[src/rtl/fifo_wr_arbiter.sv]
// Round-robin, burst-holding arbiter sharing one FIFO write port among
// N_REQ producers through a one-entry registered output stage.
module fifo_wr_arbiter #(
    parameter int N_REQ      = 4,
    parameter int DATA_WIDTH = 8,
    parameter int BURST_LEN  = 4,
    localparam int IDW = (N_REQ > 1) ? $clog2(N_REQ) : 1,
    localparam int CW  = $clog2(BURST_LEN + 1)
) (
    input  logic                        clk,
    input  logic                        reset,
    input  logic [N_REQ-1:0]            req_valid,
    input  logic [N_REQ*DATA_WIDTH-1:0] req_data,
    output logic [N_REQ-1:0]            req_ready,
    output logic                        wr_en,
    output logic [DATA_WIDTH-1:0]       wr_data,
    input  logic                        wr_ready,
    output logic [IDW-1:0]              grant_id,
    output logic                        busy
);

    typedef enum logic {IDLE, GRANT} state_e;

    state_e                state_q, state_d;
    logic [IDW-1:0]        rr_ptr_q, rr_ptr_d;
    logic [IDW-1:0]        grant_q, grant_d;
    logic [CW-1:0]         beat_cnt_q, beat_cnt_d;
    logic                  out_valid_q, out_valid_d;
    logic [DATA_WIDTH-1:0] wr_data_q, wr_data_d;

    logic                  space;
    logic                  in_grant;
    logic                  g_valid;
    logic                  xfer;
    logic                  last_beat;
    logic [IDW-1:0]        pick;
    logic [IDW-1:0]        rr_next;
    logic [DATA_WIDTH-1:0] sel_data;
    int                    idx;

    // Scan downward so the closest index to rr_ptr is assigned last and wins.
    always_comb begin
        pick = rr_ptr_q;
        idx  = 0;
        for (int k = N_REQ - 1; k >= 0; k--) begin
            idx = int'(rr_ptr_q) + k;
            if (idx >= N_REQ) idx = idx - N_REQ;
            if (req_valid[idx]) pick = IDW'(idx);
        end
    end

    always_comb begin
        space     = !out_valid_q || wr_ready;
        in_grant  = (state_q == GRANT);
        g_valid   = req_valid[grant_q];
        xfer      = in_grant && g_valid && space;
        last_beat = (beat_cnt_q == CW'(BURST_LEN - 1));
        sel_data  = req_data[int'(grant_q)*DATA_WIDTH +: DATA_WIDTH];
        rr_next   = (grant_q == IDW'(N_REQ - 1)) ? '0 : grant_q + 1'b1;

        req_ready = '0;
        if (in_grant) req_ready[grant_q] = space;

        state_d    = state_q;
        rr_ptr_d   = rr_ptr_q;
        grant_d    = grant_q;
        beat_cnt_d = beat_cnt_q;

        unique case (state_q)
            IDLE: begin
                if (|req_valid) begin
                    state_d    = GRANT;
                    grant_d    = pick;
                    beat_cnt_d = '0;
                end
            end
            GRANT: begin
                if (!g_valid || (xfer && last_beat)) begin
                    state_d    = IDLE;
                    rr_ptr_d   = rr_next;
                    beat_cnt_d = '0;
                end else if (xfer) begin
                    beat_cnt_d = beat_cnt_q + 1'b1;
                end
            end
            default: state_d = IDLE;
        endcase

        out_valid_d = out_valid_q;
        wr_data_d   = wr_data_q;
        if (xfer) begin
            out_valid_d = 1'b1;
            wr_data_d   = sel_data;
        end else if (wr_ready) begin
            out_valid_d = 1'b0;
        end
    end

    always_ff @(posedge clk or negedge reset) begin
        if (!reset) begin
            state_q     <= IDLE;
            rr_ptr_q    <= '0;
            grant_q     <= '0;
            beat_cnt_q  <= '0;
            out_valid_q <= 1'b0;
            wr_data_q   <= '0;
        end else begin
            state_q     <= state_d;
            rr_ptr_q    <= rr_ptr_d;
            grant_q     <= grant_d;
            beat_cnt_q  <= beat_cnt_d;
            out_valid_q <= out_valid_d;
            wr_data_q   <= wr_data_d;
        end
    end

    assign wr_en    = out_valid_q;
    assign wr_data  = wr_data_q;
    assign grant_id = grant_q;
    assign busy     = in_grant || out_valid_q;

endmodule

[config.mk]
export PLATFORM = sky130hd
export DESIGN_NAME = fifo_wr_arbiter
export DESIGN_NICKNAME = d
export VERILOG_FILES = /design/src/rtl/fifo_wr_arbiter.sv
export SDC_FILE = /design/constraint.sdc
export NUM_CORES = 1
export LEC_CHECK = 0
export BUFFER_PORTS_ARGS = -buffer_cell sky130_fd_sc_hd__buf_4
export CAP_MARGIN = 20
export CORE_UTILIZATION = 45
export DETAILED_ROUTE_END_ITERATION = 8
export HOLD_SLACK_MARGIN = 0.1
export PLACE_DENSITY = 0.79
export SYNTH_ARGS = -nofsm -noshare
export SYNTH_HDL_FRONTEND = slang
export SYNTH_SLANG_ARGS = --single-unit
export TNS_END_PERCENT = 50
[constraint.sdc]
create_clock -name clk -period 1.95 [get_ports clk]
set_input_delay 0.195 -clock clk [delete_from_list [all_inputs] [get_ports clk]]
set_output_delay 0.195 -clock clk [all_outputs]
set_load 0.01 [all_outputs]
## Word-level counts from Yosys, hierarchy flattened

Index checks and enable logic that the tools add are counted.

| storage, ports and cells | value |
|---|---|
| memory bits (read-only) | 0 |
| output and inout bits | 16 |
| RAM bits | 0 |
| register bits after elaboration | 17 |
| memories | 0 |
| word-level logic and storage cells | 81 |
| bits in latches | 0 |
| input bits | 39 |

| cells by class | value |
|---|---|
| reductions and logical operators | 14 |
| add/sub/neg operators | 9 |
| multiplexer cells | 35 |
| bitwise logic cells | 2 |
| multiply operators | 0 |
| shift-type cells | 1 |
| divide/modulo/power cells | 0 |
| $lt $le $gt $ge | 10 |
| equality and inequality tests | 4 |

Operators with widths:

| operator | number |
|---|---|
| $lt A32 B4 Y1 const B | 4 |
| $mux W32 | 4 |
| $shiftx A32 B6 Y8 | 1 |
| $mux W1 | 14 |
| $sub A3 B3 Y4 const B | 3 |
| $bmux W1 S2 | 5 |
| $mux W2 | 5 |
| $ge A3 B3 Y1 const B | 3 |
| $mux W3 | 3 |
| $add A2 B2 Y3 const B | 2 |
| $pmux W3 S2 | 1 |
| $reduce_and A2 Y1 | 3 |
| $and A4 B4 Y4 | 1 |
| $logic_and A1 B1 Y1 | 4 |
| $mux W4 | 1 |
| $reduce_or A4 Y1 | 1 |
| $sub A2 B3 Y4 const B | 1 |
| $add A2 B1 Y3 const B | 1 |
| $add A3 B1 Y3 const B | 1 |
| $eq A3 B2 Y1 const B | 1 |
| $ge A2 B3 Y1 const B | 1 |
| $logic_or A1 B1 Y1 | 3 |
| $lt A2 B3 Y1 const B | 1 |
| $ne A3 B1 Y1 const B | 1 |
| other kinds (9) | 10 |

## Logic depth before layout (Yosys ltp)

| depth | value |
|---|---|
| depth after elaboration | 10 |
| depth in mapped cells | 4 |
| depth with buffers taken out | 4 |

## Worst setup path before layout

Ideal clock, no wire load.

| timing | value |
|---|---|
| kind | register -> register |
| from | register grant_q[0], in the netlist grant_id[0] |
| to | register rr_ptr_q[0] |
| slack | 0.268 ns |
| setup time | 0.125 ns |
| required time | 1.825 ns |
| buffers on the path | 0 |
| period minus slack after synthesis | 1.682 ns |
| data arrival time | 1.558 ns |
| cell stages (with the launch flop) | 5 |
| cells stage by stage | dfrtp_1 > mux4_2 > nor2b_2 > a21o_2 > mux2_2 |

| on the way | value |
|---|---|
| word-level cells in the longest chain between the ends | 7 |
| elaborated cells between the ends (all ways) | 11 |
| those cells by class | 1 x add/sub; 1 x eq/ne; 3 x mux; 6 x reduce/logical |

RTL lines:

| element | RTL line | text |
|---|---|---|
| start: declaration | 26 | `logic [IDW-1:0] grant_q, grant_d;` |
| start signal: assignment | 110 | `grant_q <= grant_d;` |
| $bmux W1 S2 | 55 | `g_valid = req_valid[grant_q];` |
| $mux W1 (not written as such) | 55 |  |
| $logic_and A1 B1 Y1 (2 in a row) | 56 | `xfer = in_grant && g_valid && space;` |
| $logic_and A1 B1 Y1 | 78 | `if (!g_valid \|\| (xfer && last_beat)) begin` |
| $logic_or A1 B1 Y1 | 78 |  |
| $reduce_and A2 Y1 (no line) | -- |  |
| end signal: assignment | 109 | `rr_ptr_q <= rr_ptr_d;` |
| end: declaration | 25 | `logic [IDW-1:0] rr_ptr_q, rr_ptr_d;` |

Parallel ways exist; a longest one is shown, timed or not. The select of a mux whose other input is x is not followed.
A chain may end at the register's enable or synchronous reset.

## Worst setup path in the final report

| timing | value |
|---|---|
| from | register grant_q[0], in the netlist grant_id[0] |
| to | output port req_ready[0] |

| on the way | value |
|---|---|
| word-level cells in the longest chain between the ends | 6 |
| elaborated cells between the ends (all ways) | 7 |
| those cells by class | 2 x order compare; 3 x mux; 1 x bitwise; 1 x reduce/logical |

RTL lines:

| element | RTL line | text |
|---|---|---|
| $lt A2 B3 Y1 (not written as such) or $ge A2 B1 Y1 (tied branches) | 62 | `if (in_grant) req_ready[grant_q] = space;` |
| $logic_and A1 B1 Y1 (not written as such) | 62 |  |
| $mux W1 (not written as such) | 62 |  |
| $demux W1 S2 (*) | 62 |  |
| $and A4 B4 Y4 (no line) (*) | -- |  |
| $mux W4 (*) | 62 |  |
| end: declaration | 14 | `output logic [N_REQ-1:0] req_ready,` |

Every way passes the cells marked *; elsewhere a longest branch is shown, timed or not.

==> impl_summary.log <==
[metrics] worst reg2reg path endpoint: rr_ptr_q[0]$_DFFE_PN0P_
[metrics] DR WL/cell: 15.10 microns
[metrics] max_slew headroom: 73.88%
[metrics] TritonCTS buffer count: 3
[metrics] cell repeated most along the worst path: buf_4
[metrics] core box area: 2233 sq um
[metrics] DRC violation count after routing: 0
[metrics] cell count after synthesis: 86
[metrics] utilization of the core after routing: 70.14%
[metrics] largest net degree at the start of global routing: 18
[metrics] leakage: 0.7697 nW
[metrics] CTS tree: yes
[metrics] Die Y: 51.07 microns
[metrics] sequential cell fraction of total power: 30.8%
[metrics] post-route fraction of the period consumed by the critical path: 88.86%
[metrics] Required @ worst endpoint: 1750 ps
[metrics] global-route total usage across every layer: 22.54%
[metrics] result of the run: complete, no violations
[metrics] sequential area share after synthesis: 39.26%
[metrics] number of library cell types mapped by synthesis: 29
[metrics] Setup Viol. Count Final: 0
[metrics] Data arrival, critical path: 1540 ps
[metrics] depth of the worst register-to-register path: 4
[metrics] sink count of the clock tree: 17
[metrics] antenna-violating nets left: 0
[metrics] flip-flop and latch count after synthesis: 17
[metrics] proportion of netlist area held by the largest area contributor: 39.26%
[metrics] buffer depth of the longest clock path: 2
[metrics] synth-to-layout area growth: 44.57%
[metrics] wire length of the first global-routing pass: 4160 microns
[metrics] Bufs and invs on worst path: 3
[metrics] post-synth design cell area: 1084 sq um
[metrics] placer's final routability congestion estimate: 0.7413
[metrics] number of H-tree branching levels: 1
[metrics] Synth area leader: dfrtp_1
[metrics] Top FF cell, synth: dfrtp_1
[metrics] final-layout fill cell count: 170
[metrics] clock period minus final worst setup slack: 1733 ps
[metrics] number of warning messages in the yosys log: 0
[metrics] hpwl dp: 2108 microns
[metrics] Root Driver: clkbuf_4
[metrics] share of post-route cells with drive strength above 1: 60.69%
[metrics] kind of end point of the critical path: primary output
[metrics] count of buffers inserted at the top-level ports: 54
[metrics] effective utilization at floorplan: 48.52%
[metrics] overall power of the completed layout: 2.118 mW
[metrics] row cnt: 17
[metrics] via count normalized by instance count: 5.445
[metrics] type of element launching the critical path: flop
[metrics] area of the die: 2608 sq um
[metrics] total vias in the final route: 942
[metrics] Synth async-reset ratio: 100.0%
[metrics] list of most frequent post-synthesis cells: dfrtp_1, mux2_2, mux4_2, ha_1
[metrics] switching power as a share of total power: 37.14%
[metrics] I/O pins: 55
[metrics] post-synthesis area per instance: 12.60 sq um
[metrics] hold-critical path depth: 3
[metrics] Hold Crit Class: input pin to flop
[metrics] initial antenna violation count: 0
[metrics] RSZ-0062 raised after global routing: no
[metrics] remaining global-route overflow: 0
[metrics] end point of the worst hold path: grant_id[1]$_DFFE_PN0P_
[metrics] cell types occupying the most area after synthesis: dfrtp_1, mux4_2, mux2_2
[metrics] cell with the most instances after synthesis: dfrtp_1
[metrics] number of flops mapped to enable cells by yosys: 0
[metrics] width of the die: 51.07 microns
[metrics] sum of negative setup slack: 0 ps
[metrics] Crit Path Category: flop to primary output
[metrics] worst ir drop on vdd: 1002 uV
[metrics] worst clock skew on the final layout: 2.193 ps
[metrics] maxcap violations: 0
[metrics] final number of max-transition violations: 0
[metrics] hold path startpoint: req_valid[1]
[metrics] count of TritonRoute iterations in the first routing pass: 3
[metrics] startpoint of the lowest-slack register-to-register path: grant_id[0]$_DFFE_PN0P_
[metrics] final antenna diode count: 0
[metrics] share of total power in the clock network: 8.8%
[metrics] Net Switching: 786.8 uW
[metrics] max incr delay on CP: 380 ps
[metrics] Slowest-stage cell, CP: dfrtp_1
[metrics] Final #Nets: 191
[metrics] worst-skew pair later-pin latency: 290 ps
[metrics] PD cells: 1352 nW/um^2
[metrics] setup slack of the worst register-to-register path: 320 ps
[metrics] Cell Int Power: 1.332 mW
[metrics] net count after synthesis: 131
[metrics] combinational fraction of design power: 60.4%
[metrics] DRC marker count from the first detailed-route iteration: 17
[metrics] via count of the first global-routing pass: 935
[metrics] Worst Path Max Fanout: 13
[metrics] routed wire length: 2612 microns
[metrics] gate family responsible for the most delay along the worst path: buffers and inverters
[metrics] final hold violations: 0
[metrics] clock slew seen by the registers of the worst setup and hold paths: 90 ps
[metrics] cell-by-cell listing of the critical path: buf_4 -> inv_1 -> ha_1 -> and3_1 -> buf_4
[metrics] Achievable Freq: 0.5771 GHz
[metrics] transition at the pin with the smallest max-transition slack: 390.3 ps
registers in the layout (all words and copies together), names as in the netlist:
name	count
rr_ptr_q	2
wr_data	8
beat_cnt_q	3
wr_en	1
in_grant	1
grant_id	2
routing by layer:
layer / vias up / track usage (%) / part of all wire, %
met4: 0 / 11.57 / 2.3
met3: 8 / 6.250 / 3.8
met5: - / 0 / 0
met1: 464 / 26.95 / 40
met2: 25 / 36.84 / 54
li1: 445 / - / -
cell families (layout without fill, tap and decap cells):
family | Yosys count | in the layout | share of synthesized area, %
and+or+nand+nor | 25 | 25 | 13.39
adders and majority gates | 6 | 6 | 6.928
muxes | 20 | 20 | 30.48
AOI/OAI and AO/OA | 12 | 12 | 7.738
DFF | 17 | 17 | 39.26
buffers and inverters | 6 | 65 | 2.193
worst reg2reg max path, delay by kind of cell (launching register included):
family             cells  cell delay, ps
DFF                    1             380
muxes                  2             880
AOI/OAI and AO/OA      1             120
and+or+nand+nor        1             150
what timing repair did:
item	4_1_cts	5_1_grt
setup endpoints to repair	0	0
endpoints found under the hold margin	17	0
setup buffers	0	0
hold buffers	1	0
resized for setup	0	0
stage by stage:
stage | cells | instance area (sq um) | hold slack [ps] | setup WS [ps]
floorplan | 86 | 1084 | -100.6 | 267.7
global placement | 168 | 1530 | 65.97 | 373.0
detailed placement | 168 | 1530 | 68.14 | 332.1
CTS | 173 | 1567 | 201.2 | 195.5
global route | 173 | 1567 | 226.6 | 89.97
finish | 173 | 1567 | 204.7 | 217.2
worst max path at each step:
stage,cells past startpoint,end,from,slack [ps]
2_1_floorplan,4,rr_ptr_q[0]$_DFFE_PN0P_,grant_id[0]$_DFFE_PN0P_,270
3_3_place_gp,4,rr_ptr_q[0]$_DFFE_PN0P_,grant_id[0]$_DFFE_PN0P_,370
3_5_place_dp,4,rr_ptr_q[0]$_DFFE_PN0P_,grant_id[0]$_DFFE_PN0P_,330
4_1_cts,5,req_ready[0],grant_id[0]$_DFFE_PN0P_,200
5_1_grt,5,req_ready[2],grant_id[0]$_DFFE_PN0P_,90
6_report,5,req_ready[0],grant_id[0]$_DFFE_PN0P_,220
layout make-up:
| cell class | count | area, sq um | share of cell area, % |
|---|---|---|---|
| Clock buffer | 4 | 26.28 | 1.677 |
| Timing Repair Buffer | 57 | 430.4 | 27.48 |
| Tap cell | 28 | 35.03 | 2.236 |
| Inverter | 4 | 15.01 | 0.9585 |
| Sequential cell | 17 | 425.4 | 27.16 |
| Multi-Input combinational cell | 63 | 634.4 | 40.50 |
cell usage in the layout, fill, tap and decap left out, types with 2 or more instances in the layout:
master	count
nor2_1	4
mux4_2	9
dfrtp_1	17
or2_2	2
clkbuf_4	3
and3_1	4
mux2_2	10
ha_1	6
inv_1	4
nor3_1	2
a22o_2	2
nand2b_1	2
o21ai_0	3
nand2_1	4
a21oi_1	2
buf_4	56
power groups by stage:
stage	clock network [mW]	registers [mW]	logic (mW)
6_report	0.187	0.651	1.28
5_1_grt	0.211	0.673	1.40
4_1_cts	0.192	0.649	1.29
3_5_place_dp	0	0.655	1.29
3_3_place_gp	0	0.649	1.25
2_1_floorplan	0	0.699	0.757
Power figures use the tool's default switching activity.
